==> src/rtl/alu_seq_unit.sv <==
// Purpose : 16-bit ALU; add/sub/and/or/shift finish in one cycle, multiply
//           uses a 16-iteration shift-add sequence, LSB of the multiplier first.
// Latency : non-multiply -> done 1 cycle after start; multiply -> done 17 cycles after start.
// Backpr. : none; start is only sampled in IDLE and is ignored in MUL/DONE (no queuing).
// Ports   : clk, rst_n (sync, active-low), start, ALU_ctrl[2:0], a, b -> result, zero,
//           busy (multiply running), done (1-cycle pulse when result/zero update).
// Config  : define ALU_OVF_EN to add the registered overflow flag output ovf.
module alu_seq_unit #(
  parameter int DATA_W = 16
) (
  input  logic              clk,
  input  logic              rst_n,
  input  logic              start,
  input  logic [2:0]        ALU_ctrl,
  input  logic [DATA_W-1:0] a,
  input  logic [DATA_W-1:0] b,
  output logic [DATA_W-1:0] result,
  output logic              zero,
  output logic              busy,
  output logic              done
`ifdef ALU_OVF_EN
  ,
  output logic              ovf
`endif
);

  localparam int PROD_W = 2 * DATA_W;

  localparam logic [2:0] OP_ADD = 3'b000;
  localparam logic [2:0] OP_SUB = 3'b001;
  localparam logic [2:0] OP_AND = 3'b010;
  localparam logic [2:0] OP_OR  = 3'b011;
  localparam logic [2:0] OP_SHL = 3'b100;
  localparam logic [2:0] OP_MUL = 3'b101;

  localparam logic [4:0] LAST_ITER = 5'd15;

  typedef enum logic [1:0] {
    IDLE = 2'd0,
    MUL  = 2'd1,
    DONE = 2'd2
  } state_t;

  state_t              state_q,  state_d;
  logic [DATA_W-1:0]   result_q, result_d;
  logic                zero_q,   zero_d;
  logic                busy_q,   busy_d;
  logic                done_q,   done_d;
  logic [4:0]          cnt_q,    cnt_d;
  logic [PROD_W-1:0]   acc_q,    acc_d;
  logic [PROD_W-1:0]   mcand_q,  mcand_d;
  logic [DATA_W-1:0]   mplier_q, mplier_d;
`ifdef ALU_OVF_EN
  logic                ovf_q,    ovf_d;
  logic                alu_ovf;
`endif

  logic [DATA_W-1:0]   sum;
  logic [DATA_W-1:0]   diff;
  logic [DATA_W-1:0]   alu_res;
  logic [PROD_W-1:0]   acc_next;

  assign sum  = a + b;
  assign diff = a - b;

  // Single-cycle operations are evaluated straight from the inputs on the
  // start cycle, so they need no operand capture.
  always_comb begin
    alu_res = '0;
    case (ALU_ctrl)
      OP_ADD:  alu_res = sum;
      OP_SUB:  alu_res = diff;
      OP_AND:  alu_res = a & b;
      OP_OR:   alu_res = a | b;
      OP_SHL:  alu_res = a << b[3:0];
      default: alu_res = '0;
    endcase
  end

`ifdef ALU_OVF_EN
  // Signed overflow: operands agree in sign (add) or differ (sub) and the
  // result sign differs from operand A.
  always_comb begin
    alu_ovf = 1'b0;
    case (ALU_ctrl)
      OP_ADD:  alu_ovf = (a[DATA_W-1] == b[DATA_W-1]) && (sum[DATA_W-1]  != a[DATA_W-1]);
      OP_SUB:  alu_ovf = (a[DATA_W-1] != b[DATA_W-1]) && (diff[DATA_W-1] != a[DATA_W-1]);
      default: alu_ovf = 1'b0;
    endcase
  end
`endif

  // One shift-add step: add the pre-shifted multiplicand when the current
  // multiplier LSB is set.
  assign acc_next = acc_q + (mplier_q[0] ? mcand_q : '0);

  always_comb begin
    state_d  = state_q;
    result_d = result_q;
    zero_d   = zero_q;
    busy_d   = busy_q;
    done_d   = 1'b0;
    cnt_d    = cnt_q;
    acc_d    = acc_q;
    mcand_d  = mcand_q;
    mplier_d = mplier_q;
`ifdef ALU_OVF_EN
    ovf_d    = ovf_q;
`endif

    case (state_q)
      IDLE: begin
        busy_d = 1'b0;
        if (start) begin
          if (ALU_ctrl == OP_MUL) begin
            state_d  = MUL;
            busy_d   = 1'b1;
            cnt_d    = '0;
            acc_d    = '0;
            mcand_d  = {{(PROD_W-DATA_W){1'b0}}, a};
            mplier_d = b;
          end else begin
            state_d  = DONE;
            result_d = alu_res;
            zero_d   = (alu_res == '0);
            done_d   = 1'b1;
`ifdef ALU_OVF_EN
            ovf_d    = alu_ovf;
`endif
          end
        end
      end

      MUL: begin
        acc_d    = acc_next;
        mcand_d  = mcand_q << 1;
        mplier_d = mplier_q >> 1;
        if (cnt_q == LAST_ITER) begin
          // Counter parks at 15; it is re-armed on the next multiply start.
          state_d  = DONE;
          busy_d   = 1'b0;
          done_d   = 1'b1;
          result_d = acc_next[DATA_W-1:0];
          zero_d   = (acc_next[DATA_W-1:0] == '0);
`ifdef ALU_OVF_EN
          ovf_d    = |acc_next[PROD_W-1:DATA_W];
`endif
        end else begin
          cnt_d  = cnt_q + 5'd1;
          busy_d = 1'b1;
        end
      end

      DONE: begin
        state_d = IDLE;
        busy_d  = 1'b0;
      end

      default: begin
        state_d = IDLE;
        busy_d  = 1'b0;
      end
    endcase
  end

  always_ff @(posedge clk) begin
    if (!rst_n) begin
      state_q  <= IDLE;
      result_q <= '0;
      zero_q   <= 1'b1;
      busy_q   <= 1'b0;
      done_q   <= 1'b0;
      cnt_q    <= '0;
      acc_q    <= '0;
      mcand_q  <= '0;
      mplier_q <= '0;
`ifdef ALU_OVF_EN
      ovf_q    <= 1'b0;
`endif
    end else begin
      state_q  <= state_d;
      result_q <= result_d;
      zero_q   <= zero_d;
      busy_q   <= busy_d;
      done_q   <= done_d;
      cnt_q    <= cnt_d;
      acc_q    <= acc_d;
      mcand_q  <= mcand_d;
      mplier_q <= mplier_d;
`ifdef ALU_OVF_EN
      ovf_q    <= ovf_d;
`endif
    end
  end

  assign result = result_q;
  assign zero   = zero_q;
  assign busy   = busy_q;
  assign done   = done_q;
`ifdef ALU_OVF_EN
  assign ovf    = ovf_q;
`endif

endmodule

==> config.mk <==
export PLATFORM = sky130hd
export DESIGN_NAME = alu_seq_unit
export DESIGN_NICKNAME = d
export VERILOG_FILES = /design/src/rtl/alu_seq_unit.sv
export SDC_FILE = /design/constraint.sdc
export NUM_CORES = 1
export LEC_CHECK = 0
export CAP_MARGIN = 20
export CORE_MARGIN = 1.5
export CORE_UTILIZATION = 55
export DETAILED_ROUTE_END_ITERATION = 8
export PLACE_DENSITY = 0.77
export SKIP_LAST_GASP = 1
export SYNTH_ARGS = -nofsm -noshare
export SYNTH_HDL_FRONTEND = slang
export SYNTH_SLANG_ARGS = --single-unit
==> constraint.sdc <==
create_clock -name clk -period 5.9 [get_ports clk]
set_input_delay 1.18 -clock clk [delete_from_list [all_inputs] [get_ports clk]]
set_output_delay 1.18 -clock clk [all_outputs]
set_load 0.005 [all_outputs]
# Yosys cells after proc, flatten, opt, wreduce, memory -nomap -nowiden
# Index checks and enable logic that the tools add are counted.
[classes]
addsub = 4
eq_ne = 12
shifts = 1
mux = 35
bitwise_logic = 2
reduce_logical = 9
[ops]
columns = ["op", "n"]
rows = [
  ["32-bit 2-to-1 mux", 5],
  ["32-bit case mux with 2 select lines", 2],
  ["16-bit 2-to-1 mux", 5],
  ["16-bit case mux with 5 select lines", 1],
  ["16-bit case mux with 2 select lines", 2],
  ["32-bit adder", 1],
  ["16-bit logical NOT", 2],
  ["16-bit adder", 1],
  ["16-bit AND", 1],
  ["16-bit OR", 1],
  ["16-bit by 4-bit left shift with 16-bit output", 1],
  ["16-bit subtractor", 1],
  ["5-bit 2-to-1 mux", 3],
  ["2-bit inequality test, second input constant", 5],
  ["5-bit case mux with 2 select lines", 1],
  ["1-bit 2-to-1 mux", 9],
  ["4-bit AND reduction", 2],
  ["3-bit by 2-bit == test with 1-bit output, second input constant", 2],
  ["3-bit == test, second input constant", 2],
  ["2-bit 2-to-1 mux", 3],
  ["1-bit case mux with 2 select lines", 3],
  ["5-bit by 1-bit adder with 5-bit output, second input constant", 1],
  ["5-bit by 4-bit == test with 1-bit output, second input constant", 1],
  ["2-bit case mux with 2 select lines", 1],
  ["other kinds (7)", 7],
]
[word_totals]
reg_bits = 106
input_bits = 38
output_inout_bits = 19
elab_cells = 72

# Longest topological paths before layout
[depth]
depth_word = 6
ltp_mapped = 19
ltp_nobuf = 17

# Worst setup path after synthesis
# OpenSTA, ideal clock, no wires.
[synth_timing]
path_kind = "input-to-reg"
startpoint = "input b[1]"
endpoint = "register zero_q (netlist: zero)"
setup_ps = 120
t_arrival_ps = 4570
t_required_ps = 5780
path_slack_ps = 1211
cell_stages = 18
n_path_buf = 2
cell_sequence = "buf_2 inv_2 buf_2 ha_1 nand3b_1 nor4_1 nor2_1 xnor2_1 ha_1 a21oi_1 o21ai_1 or4_1 o211ai_1 o2111ai_1 xnor2_1 o21ai_1 nor3_2 a211o_1"
[synth_via]
elab_chain_len = 6
word_cells_on_any_way = 10
cone_classes = "add/sub (2); shift (1); mux (4); bitwise (2); reduce/logical (1)"
[synth_lines]
columns = ["element", "line_no", "text"]
rows = [
  ["start: declaration", "16", "input logic [DATA_W-1:0] b,"],
  ["16-bit subtractor, or another cell as far along", "64", "assign diff = a - b;"],
  ["16-bit case mux with 5 select lines (*)", "70", "case (ALU_ctrl)"],
  ["16-bit logical NOT (*)", "125", "zero_d = (alu_res == '0);"],
  ["1-bit 2-to-1 mux (*)", "115", "if (ALU_ctrl == OP_MUL) begin"],
  ["1-bit 2-to-1 mux (*)", "114", "if (start) begin"],
  ["1-bit case mux with 2 select lines (*)", "111", "case (state_q)"],
  ["end signal: assignment", "183", "zero_q <= zero_d;"],
  ["end: declaration", "46", "logic zero_q, zero_d;"],
]
# Every way passes the cells marked *; elsewhere a longest branch is shown, timed or not. The select of a mux whose other input is x is not followed.
# A chain may end at the register's enable or synchronous reset.

# Worst setup path after layout
[layout_timing]
startpoint = "input b[3]"
endpoint = "register zero_q (netlist: zero)"
# Same word-level chain as after synthesis.

==> out/metrics.yaml <==
drc: 0
synth_sequential_area_ratio: 0.2341
via_per_inst: 6.542
area.growth.synth_to_final_pct: 15.38
synth_top_family_by_area: "simple AND/OR/NAND/NOR gates"
end_kind: "flip-flop"
n_antenna_cell: 0
total_setup_buffers_inserted_after_cts: 0
most_frequent_standard_cell_in_the_layout_excluding_fill_and_tap_cells: "sky130_fd_sc_hd__nand2_1"
finalHoldViolations: 0
num-nets-final: 928
detailed_place.area_sq_um: 6955
netlist_area_sq_um: 6327
outcome: "completed"
antenna_found_initial: 1
synthDistinctLibCells: 73
design.core.area_sq_um: 11030
finish.cell_count_without_fillers: 997
die_h_um: 110.3
timing.max_cap.violations: 0
via_count_of_the_first_global_routing_pass: 6194
slew_violations: 0
clock_tree.buffer_depth: 2
post_synth_xor_area_fraction: 0.04845
worst-setup-path-type: "input pin to flip-flop"
cpPeakStageDelay_ps: 610
ys_seq_elements: 74
gp_congestion: 0.9902
fp.dieW_um: 110.3
worst_hold_slack_ps: 466.7
report.power.total_mw: 1.575
post-route-period-util: 0.8515
worstPathMaxFanout: 8
postSynthNetCount: 898
synth_enable_flop_cells: 0
power.static_leakage_nw: 3.124
fp-row-count: 38
place_hpwl_um: 15090
fin_util: 0.6619
clk-insertion-delay-late_ps: 350
placement.io_buffers: 56
ys_dominant_reg_cell: "sky130_fd_sc_hd__dfxtp_1"
num_io_pins: 57
slew_headroom: 0.2179
clockRootBuffer: "sky130_fd_sc_hd__clkbuf_16"
drtIter0Drc: 699
area_of_the_die_sq_um: 12160
holdBufCountCts: 0
ys.warnings.count: 0
total_of_cells_resized_after_clock_tree_synthesis: 0
timing.critical_path.cells: "clkdlybuf4s50_1 -> nor2_1 -> nor4b_1 -> nand3b_2 -> o41ai_1 -> xor2_1 -> ha_1 -> a21oi_1 -> o2bb2ai_1 -> o21ai_0 -> o21ai_0 -> or4_1 -> a21oi_1 -> nand4_1 -> nor3_2 -> a211o_1"
setup-tns-final_ps: 0
post_drt_wl_per_cell_um: 20.30
place_worst_setup_slack_ps: 544.4
cts_tree: "yes"
worst_ep_required_time_ps: 6200
asyncSetResetFlopFracSynth: 0
finalClockSkew_ps: 6.983
rsz0062_at_grt: "no"
grt_first_pass_wirelength_um: 31720
wl_um: 20240
layout.cell_area.non_filler_sq_um: 7301
layout_min_cycle_time_ps: 5024
finalSetupViolations: 0
areal_power_density_over_the_cells_nw_per_um2: 215.8
hold_class: "flip-flop to flip-flop"
synth_simple_gate_area_share: 0.2588
routed_antenna_nets: 0
clk_slew_on_worst_s_h_paths_ps: 60
peakVddDrop_mv: 0.1974
htree_levels: 3
worstSetupStartpointType: "input pin"
drive_above_1_share: 0.07701
gr-total-overflow: 0
grt_max_degree: 76
mostFrequentLayoutCells: "sky130_fd_sc_hd__nand2_1 (119), sky130_fd_sc_hd__dfxtp_1 (74), sky130_fd_sc_hd__nor2_1 (62), sky130_fd_sc_hd__a21oi_1 (55), sky130_fd_sc_hd__clkdlybuf4s50_1 (55)"
r2r_slack_ps: 2460
netlist_instances: 822
tritoncts.num_buffers: 9
synth-adder-area-share: 0.09175
post-route-worst-setup-slack_ps: 876.0
overall_global_routing_usage: 0.3466
cts_num_sinks: 74
drt-pass1-iter-count: 5
initial_core_util: 0.5736
synthMuxAreaShare: 0.06644
critical_path_arrival_ps: 5330
synth-compound-area-share: 0.2575
vias: 6522
synth.avg_cell_area_sq_um: 7.697
worst_slew_pin_slew_ps: 1164
critPathSlowestCell: "sky130_fd_sc_hd__nor4b_1"
placed_cell_count: 980
maxClockFrequency_mhz: 199.0
-- synthesized netlist by cell type, drive strengths merged, types with 4 or more instances --
cell    number  area share
nor3        12       0.011
inv         11      0.0065
mux2         7       0.014
a221oi       4      0.0055
ha          36       0.071
a21o         8      0.0095
dfxtp       74        0.23
nand2b       8      0.0079
clkbuf      40       0.024
nor4         7      0.0069
o21ai       50       0.041
and2        22       0.022
a21oi       55       0.044
or2          4      0.0040
nand4        6      0.0059
or4          4      0.0047
a211oi       8       0.010
xnor2       21       0.029
o211a       30       0.047
mux4         7       0.026
nor2        63       0.037
nand2      119       0.071
a21boi      14       0.017
nor2b       25       0.025
maj3         9       0.014
a22oi       10       0.013
o21a         6      0.0071
o31ai        4      0.0047
buf         13       0.013
nand3       42       0.033
mux2i       16       0.027
xor2        14       0.019
o22ai        5      0.0049
o21bai       5      0.0059
and3         5      0.0049
o211ai       9       0.011
nand3b       6      0.0077
a31oi        7      0.0069
-- layer usage --
metal	track usage	routed length (um)
met1	0.4209	8304
met2	0.5939	9569
met3	0.07407	1677
met4	0.1401	692
met5	0	0
-- worst max-delay path: cells and delay by family --
family                   cells  cell delay, ps
AO/OA/AOI/OAI                7            1240
AND/OR/NAND/NOR              6            1820
adder cells (fa/ha/maj)      1             340
XOR/XNOR                     1             200
buffers and inverters        1             550
-- final timing paths --
| kind | cells past startpoint | to | startpoint |
|---|---|---|---|
| max | 16 | zero | b[3] |
| min reg2reg | 2 | result[6] | result[6] |
| min | 2 | result[6] | result[6] |
| max reg2reg | 12 | zero | mplier_q[0] |
-- flip-flops by register name, summed over array words and instances, names as in the netlist --
signal	flops
acc_q	16
mcand_q	16
mplier_q	16
result	16
cnt_q	5
state_q	2
busy	1
done	1
zero	1
-- kinds of logic after synthesis --
kind of cell | after synthesis
DFF | 74
and+or+nand+nor | 336
AOI/OAI and AO/OA | 236
muxes | 30
adders and majority gates | 47
buffers and inverters | 64
xor gates and xnor gates | 35
-- final cells by class --
class / count / area [sq um]
timing repair buffer: 72 / 688.2
tap: 140 / 175.2
clock buffer: 9 / 225.2
fill: 990 / 3730
sequential: 74 / 1481
clock inverter: 7 / 100.1
inverter: 11 / 41.29
multi-input combinational: 684 / 4589
-- power by group --
part / total (mW) / internal, mW / switching, mW
combinational: 0.420 / 0.179 / 0.241
sequential: 0.538 / 0.522 / 0.0157
clock: 0.617 / 0.374 / 0.243
(Power assumes the default switching activity.)
